**config.mk**
```make
export PLATFORM = sky130hd
export DESIGN_NAME = obi_mem_responder
export DESIGN_NICKNAME = d
export VERILOG_FILES = /design/src/rtl/obi_mem_responder.sv
export SDC_FILE = /design/constraint.sdc
export NUM_CORES = 1
export LEC_CHECK = 0
export BUFFER_PORTS_ARGS = -buffer_cell sky130_fd_sc_hd__buf_4
export CELL_PAD_IN_SITES_DETAIL_PLACEMENT = 1
export CELL_PAD_IN_SITES_GLOBAL_PLACEMENT = 1
export CORE_MARGIN = 10
export CORE_UTILIZATION = 40
export CTS_BUF_LIST = sky130_fd_sc_hd__clkbuf_16
export CTS_CLUSTER_DIAMETER = 80
export DETAILED_ROUTE_END_ITERATION = 10
export PLACE_DENSITY = 0.82
export SLEW_MARGIN = 20
export SYNTH_ARGS = -nofsm -noshare
export SYNTH_HDL_FRONTEND = slang
export SYNTH_SLANG_ARGS = --single-unit
```
**constraint.sdc**
```tcl
create_clock -name clk_i -period 4.4 [get_ports clk_i]
set_clock_uncertainty 0.15 [all_clocks]
set_input_delay 0 -clock clk_i [delete_from_list [all_inputs] [get_ports clk_i]]
set_output_delay 0 -clock clk_i [all_outputs]
set_load 0.01 [all_outputs]
```
**src/rtl/obi_mem_responder.sv**
```systemverilog
// obi_mem_responder: memory-side responder for one OBI-style port.
// It turns free solver inputs into grant/rvalid/rdata/err sequences that obey the bus protocol.
// It keeps at most MAX_OUTSTANDING transactions granted but not yet answered.
// It also raises a sticky flag when the core breaks the request protocol.
//
// Optional feature macro: OBI_RESP_FAIRNESS_EN.
// When defined, stall and age counters force a grant or a response after a bounded wait.
// When undefined, every grant and response is chosen by the solver inputs alone.
//
// Handshake: a request transfers on a cycle with req_i && gnt_o.
// Each transfer gets exactly one rvalid_o pulse, in order, at least one cycle later.
// The core must hold req_i and every request field stable from the first cycle of a
// request until that request is granted.
module obi_mem_responder #(
    parameter int MAX_OUTSTANDING = 2,
    parameter int MAX_STALL       = 4,
    parameter int MAX_LATENCY     = 4,
    parameter int ERR_EN          = 1
) (
    input  logic        clk_i,
    input  logic        rst_ni,
    input  logic        req_i,
    input  logic [31:0] addr_i,
    input  logic        we_i,
    input  logic [3:0]  be_i,
    input  logic [31:0] wdata_i,
    output logic        gnt_o,
    output logic        rvalid_o,
    output logic [31:0] rdata_o,
    output logic        err_o,
    input  logic        rand_gnt_i,
    input  logic        rand_rvalid_i,
    input  logic [31:0] rand_rdata_i,
    input  logic        rand_err_i,
    output logic [2:0]  outstanding_o,
    output logic        violation_o
);

    // Parameter range guards, evaluated at elaboration time.
    if (MAX_OUTSTANDING < 1 || MAX_OUTSTANDING > 4) begin : g_bad_outstanding
        $error("obi_mem_responder: MAX_OUTSTANDING must be 1..4");
    end
    if (MAX_STALL < 1) begin : g_bad_stall
        $error("obi_mem_responder: MAX_STALL must be >= 1");
    end
    if (MAX_LATENCY < 1) begin : g_bad_latency
        $error("obi_mem_responder: MAX_LATENCY must be >= 1");
    end

    localparam logic [2:0] MAX_CNT = 3'(MAX_OUTSTANDING);

    logic [2:0]  count_q, count_d;
    logic        pend_q, pend_d;
    logic [31:0] addr_q, wdata_q;
    logic        we_q;
    logic [3:0]  be_q;
    logic        viol_q, viol_d;
    logic        resp_ok;
    logic        force_gnt;
    logic        force_rvalid;

    // count_q only holds transactions granted in earlier cycles.
    // A grant in this cycle therefore cannot be answered in the same cycle.
    assign resp_ok = (count_q != 3'd0);

    // rst_ni gates the combinational outputs, so they stay quiet while reset is held.
    assign gnt_o    = rst_ni && req_i && (count_q < MAX_CNT) && (rand_gnt_i || force_gnt);
    assign rvalid_o = rst_ni && resp_ok && (rand_rvalid_i || force_rvalid);
    assign rdata_o  = rvalid_o ? rand_rdata_i : 32'h0;
    assign err_o    = (ERR_EN != 0) && rvalid_o && rand_err_i;

    assign outstanding_o = count_q;
    assign violation_o   = viol_q;

    // The outstanding count cannot wrap.
    // Grant is blocked at MAX_CNT and rvalid is blocked at zero.
    assign count_d = count_q + {2'b00, gnt_o} - {2'b00, rvalid_o};

    // A request still pending is one seen this cycle but not granted.
    // Dropping req_i also clears it.
    assign pend_d = req_i && !gnt_o;

    // Sticky violation flag.
    // It sets when a pending request drops or changes, or on a write with no byte enabled.
    always_comb begin
        viol_d = viol_q;
        if (pend_q && (!req_i || addr_i != addr_q || we_i != we_q ||
                       be_i != be_q || wdata_i != wdata_q)) begin
            viol_d = 1'b1;
        end
        if (req_i && we_i && (be_i == 4'h0)) begin
            viol_d = 1'b1;
        end
    end

    // Outstanding count, pending flag and violation flag.
    always_ff @(posedge clk_i or negedge rst_ni) begin
        if (!rst_ni) begin
            count_q <= 3'd0;
            pend_q  <= 1'b0;
            viol_q  <= 1'b0;
        end else begin
            count_q <= count_d;
            pend_q  <= pend_d;
            viol_q  <= viol_d;
        end
    end

    // Capture the request fields while the request waits for a grant.
    always_ff @(posedge clk_i or negedge rst_ni) begin
        if (!rst_ni) begin
            addr_q  <= 32'h0;
            we_q    <= 1'b0;
            be_q    <= 4'h0;
            wdata_q <= 32'h0;
        end else if (pend_d) begin
            addr_q  <= addr_i;
            we_q    <= we_i;
            be_q    <= be_i;
            wdata_q <= wdata_i;
        end
    end

`ifdef OBI_RESP_FAIRNESS_EN
    localparam logic [7:0] STALL_LIM = 8'(MAX_STALL - 1);
    localparam logic [7:0] AGE_LIM   = 8'(MAX_LATENCY - 1);

    logic [7:0] stall_q;
    logic [7:0] age_q;

    assign force_gnt    = (stall_q >= STALL_LIM);
    assign force_rvalid = (age_q >= AGE_LIM) && resp_ok;

    // Count the cycles a request has waited for its grant.
    // The counter saturates at its top value.
    always_ff @(posedge clk_i or negedge rst_ni) begin
        if (!rst_ni) begin
            stall_q <= 8'd0;
        end else if (req_i && !gnt_o) begin
            if (stall_q != 8'hFF) stall_q <= stall_q + 8'd1;
        end else begin
            stall_q <= 8'd0;
        end
    end

    // Age of the oldest outstanding transaction.
    // It restarts when a response retires the oldest one.
    // It stays at zero while nothing is outstanding, so a 0->1 count change starts it from zero.
    always_ff @(posedge clk_i or negedge rst_ni) begin
        if (!rst_ni) begin
            age_q <= 8'd0;
        end else if (rvalid_o || !resp_ok) begin
            age_q <= 8'd0;
        end else if (age_q != 8'hFF) begin
            age_q <= age_q + 8'd1;
        end
    end
`else
    assign force_gnt    = 1'b0;
    assign force_rvalid = 1'b0;
`endif

endmodule
```
# After elaboration in Yosys (flattened, before gate mapping)
# Index checks and enable logic that the tools add are counted.
# word_totals
out_inout_bits	39
wordCells	36
regBits	74
input_bits	107
# classes
reduce_logical	19
magnitude_cmp	1
n_eq_ne	4
n_addsub	2
muxes	3
# ops
op	n
$ne 32x32->1	2
$mux 32	1
$logic_and 1x1->1	10
$logic_not 4->1	1
$logic_or 1x1->1	4
$ne 4x4->1	1
$add 3x1->3	1
$lt 3x2->1 const B	1
$reduce_bool 3->1	1
$sub 3x1->3	1
$logic_not 1->1	2
$mux 1	2
$reduce_bool 2->1	1
$ne 1x1->1	1

# Longest topological paths before layout
# logic_depth
ltp_word	8
mapped_depth	8
mapped_depth_nobuf	7

# Least setup slack after synthesis
# OpenSTA, ideal clock, no wires.
# synth_path
kind	reg-to-reg
from	reg count_q[1], in the netlist outstanding_o[1]
to	reg count_q[2], in the netlist outstanding_o[2]
arrival_ns	2.062
period_less_slack_ns	2.334
path_buffers	1
path_stages_with_launch	8
required_time_ns	4.127
setup_slack_ns	2.066
setup_ns	0.123
path_cell_list	dfrtp_1 o311a_1 clkbuf_1 ha_1 inv_1 ha_1 fa_1 xnor2_1
# synth_between
word_cells_on_any_way	8
cone_classes	add/sub: 2; order compare: 1; reduce/logical: 5
# synth_lines
element	line_no	source
from (decl)	52	logic [2:0] count_q, count_d;
from (signal assigned)	103	count_q <= count_d;
$reduce_bool 3->1	64	assign resp_ok = (count_q != 3'd0);
$logic_and 1x1->1 (2 in a row)	68	assign rvalid_o = rst_ni && resp_ok && (rand_rvalid_i || force_rvalid);
via rvalid_o	28	output logic rvalid_o,
$sub 3x1->3	77	assign count_d = count_q + {2'b00, gnt_o} - {2'b00, rvalid_o};
via count_d[2]	52	
# The timed path passes the listed nets, and every way through them passes these cells.
# A chain may end at the register's enable or synchronous reset.

# Worst setup path after layout
# layout_path
from	reg count_q[1], in the netlist outstanding_o[1]
to	reg be_q[0]
# layout_between
elab_chain_cells	5
# layout_lines
element	line_no	source
$lt 3x2->1	67	assign gnt_o = rst_ni && req_i && (count_q < MAX_CNT) && (rand_gnt_i || force_gnt);
$logic_and 1x1->1 (2 in a row)	67	
$logic_not 1->1	81	assign pend_d = req_i && !gnt_o;
$logic_and 1x1->1	81	
to (signal assigned)	119	be_q <= be_i;
to (decl)	56	logic [3:0] be_q;
# Every way passes these cells.

==> results.json <==
{
  "drc": 0,
  "power_density_nw_per_um2": 379.3,
  "cts_buffers": 9,
  "yosysWarnings": 0,
  "hpwl_um": 8945,
  "area_delta_synth_final_pct": 59.61,
  "grt_util_all_layers_pct": 21.43,
  "finalCritPeriodShare_pct": 58.05,
  "ff2ff_setup_slack_ps": 1850,
  "seq_area_frac_synth_pct": 49.04,
  "vdd_drop_max_uv": 201.9,
  "netlist_instances": 328,
  "worst-r2r-cell-count": 6,
  "synth_nets": 439,
  "max_clock_freq_mhz": 391.5,
  "grt_first_pass_wirelength_um": 22290,
  "cap_violations": 0,
  "crit_end": "be_q[0]",
  "die_h_um": 117.2,
  "drv_slew": 0,
  "grt_setup_unrepaired": "no",
  "placed_cell_area_um2": 4972,
  "dr.pass1.iters": 4,
  "ant_nets": 0,
  "nets": 658,
  "clock-sinks": 74,
  "drt_iter0_drc": 193,
  "drive_gt1_share_pct": 39.38,
  "core_area_um2": 9196,
  "path_clk_slew_ps": 60,
  "finalSetupViolCount": 0,
  "tightest_slew_ps": 899.7,
  "num_vias": 3393,
  "clockRootBuffer": "clkbuf_16",
  "post_cts_buffers": 0,
  "crit_type": "register to register",
  "synth_cell_types": 28,
  "p_leak_nw": 2.731,
  "grt_pass1_vias": 3988,
  "design.die.area_um2": 13730,
  "cp_cell_sequence": "inv_1 > ha_1 > nand4_1 > nand2_2 > buf_4 > mux2_2",
  "reg2reg_from": "outstanding_o[1]",
  "syn_area_um2": 3776,
  "max-slew-margin-rel_pct": 40.02,
  "clock_path_buffers": 2,
  "fin_util_pct": 65.54,
  "routedWlPerCell_um": 22.02,
  "worstPathArrival_ps": 2610,
  "cts_tree": "built",
  "rows": 35,
  "slowest_delay_ps": 590,
  "startpoint_type": "register",
  "floorplan.initialDensity_pct": 41.06,
  "post_synth.cell_area_avg_um2": 11.51,
  "cp-end-kind": "register",
  "grt_max_degree": 66,
  "placed_cells": 575,
  "wl_um": 14600,
  "status": "finished clean",
  "slowest_stage": "buf_4",
  "ctsResizeCount": 0,
  "worstPathMaxFanout": 47,
  "startpoint": "outstanding_o[1]",
  "gr-total-overflow": 0,
  "yosys_register_bits": 74,
  "hold_viol_final": 0,
  "io_pins": 146,
  "io_buffer_count": 145,
  "fin_setup_tns_ps": 0,
  "via_per_inst": 5.118,
  "fin_crit_ps": 2554,
  "rr_endpoint": "be_q[0]",
  "fin_area_um2": 6027,
  "cp_data_required_time_ps": 4460,
  "antenna_found_initial": 1,
  "clock_latency_ps": 330,
  "stdcell_count": 663,
  "die_w_um": 117.2,
  "cts_htree_levels": 3,
  "gp_congestion": 0.8070,
  "hp-class": "input pin to register"
}
-- worst max-delay path: cells and delay by family, from the launching register on --
family | cells | cell delay (ps)
buffers and inverters | 2 | 700
and+or+nand+nor | 2 | 570
muxes | 1 | 440
DFF | 1 | 390
adders and majority gates | 1 | 160
-- worst min-delay path by stage --
stage / startpoint / endpoint / slack (ps) / cells past startpoint
floorplan: rst_ni / addr_q[0] / -450 / 0
global placement: rst_ni / outstanding_o[2] / -310 / 1
detailed placement: rst_ni / outstanding_o[2] / -300 / 1
CTS: rand_gnt_i / outstanding_o[0] / 40 / 4
global route: rand_gnt_i / outstanding_o[0] / 110 / 4
finish: rand_gnt_i / outstanding_o[0] / 70 / 4
-- stage by stage --
| step | total power [W] | worst slack (ps) | hold slack [ps] |
|---|---|---|---|
| 5_1_grt | 0.002396 | 1716 | 107.5 |
| 3_3_place_gp | 0.001353 | 1966 | -305.3 |
| 4_1_cts | 0.002272 | 1869 | 36.85 |
| 2_1_floorplan | 0.001140 | 2066 | -445.6 |
| 6_report | 0.002286 | 1846 | 74.01 |
| 3_5_place_dp | 0.001383 | 1878 | -303.0 |
-- timing repair --
action,in CTS,in global routing
endpoints found under the setup margin,0,0
hold buffers,72,0
endpoints found under the hold margin,144,0
-- sequential cells by signal, indices dropped and copies added, names as in the netlist --
register	count
pend_q	1
be_q	4
we_q	1
violation_o	1
wdata_q	32
outstanding_o	3
addr_q	32
-- per-layer routing --
layer  vias up  track usage, %  wire (µm)
met4         0           9.390        498
met3        37           4.434        505
met5         -               0          0
met1      1718           21.68       4998
li1       1558               -          -
met2        80           41.15       8600
-- where the power goes --
group          switching (W)  internal, W
Combinational       0.000261     0.000329
Clock               0.000290     0.000548
Sequential         0.0000766     0.000782
Total               0.000627      0.00166
-- placed cells by master (no fill, tap or decap), types with 3 or more instances in the layout --
master         netlist  layout
xnor2_1             50      50
ha_1                 3       3
o22ai_1              3       3
and2_1              33      33
xor2_1               5       5
o2bb2ai_1            4       4
o21ai_0             16      16
buf_4                0     147
nand2_1             17      16
nand4_1             14      14
dfrtp_1             74      74
clkbuf_16            0       9
inv_1               22      22
nor4_1               6       6
dlygate4sd3_1        0      72
mux2_2              54      54
bufinv_16            0       3
-- layout make-up --
class,count,area (µm²)
Antenna cell,1,2.502
Clock buffer,9,225.2
Clock inverter,6,106.4
Fill cell,977,3169
Inverter,22,82.58
Multi-Input combinational cell,221,1795
Sequential cell,74,1852
Tap cell,111,138.9
Timing Repair Buffer,219,1824
-- Yosys cell counts, drive strengths merged --
cell type / n / area, µm²
buf: 6 / 30.03
nor2: 2 / 7.510
a222oi: 1 / 10.01
fa: 1 / 20.02
nor4: 7 / 50.05
a22o: 2 / 17.52
o311a: 1 / 10.01
and2: 33 / 206.5
o21ai: 16 / 80.08
nand2: 17 / 63.81
mux2: 54 / 608.1
xor2: 5 / 43.79
o31ai: 1 / 7.510
ha: 3 / 37.54
clkbuf: 5 / 18.77
a221oi: 1 / 8.760
inv: 22 / 82.58
a31oi: 1 / 6.260
xnor2: 50 / 437.9
o22ai: 3 / 18.77
a2111oi: 1 / 10.01
o2bb2ai: 4 / 35.03
a211oi: 1 / 7.510
dfrtp: 74 / 1852
o221ai: 1 / 8.760
nand3: 2 / 10.01
nand4: 14 / 87.58
-- cells by family (layout without fill, tap and decap cells) --
| group | Yosys count | in the layout | synth area share, % |
|---|---|---|---|
| mux | 54 | 54 | 16.10 |
| fa+ha+maj | 4 | 4 | 1.524 |
| compound gates | 33 | 33 | 5.832 |
| simple gates | 75 | 75 | 11.27 |
| xor+xnor | 55 | 55 | 12.76 |
| buf+inv | 33 | 256 | 3.479 |
| flops | 74 | 74 | 49.04 |
| other cells | 0 | 1 | 0 |
(Power assumes the default switching activity.)
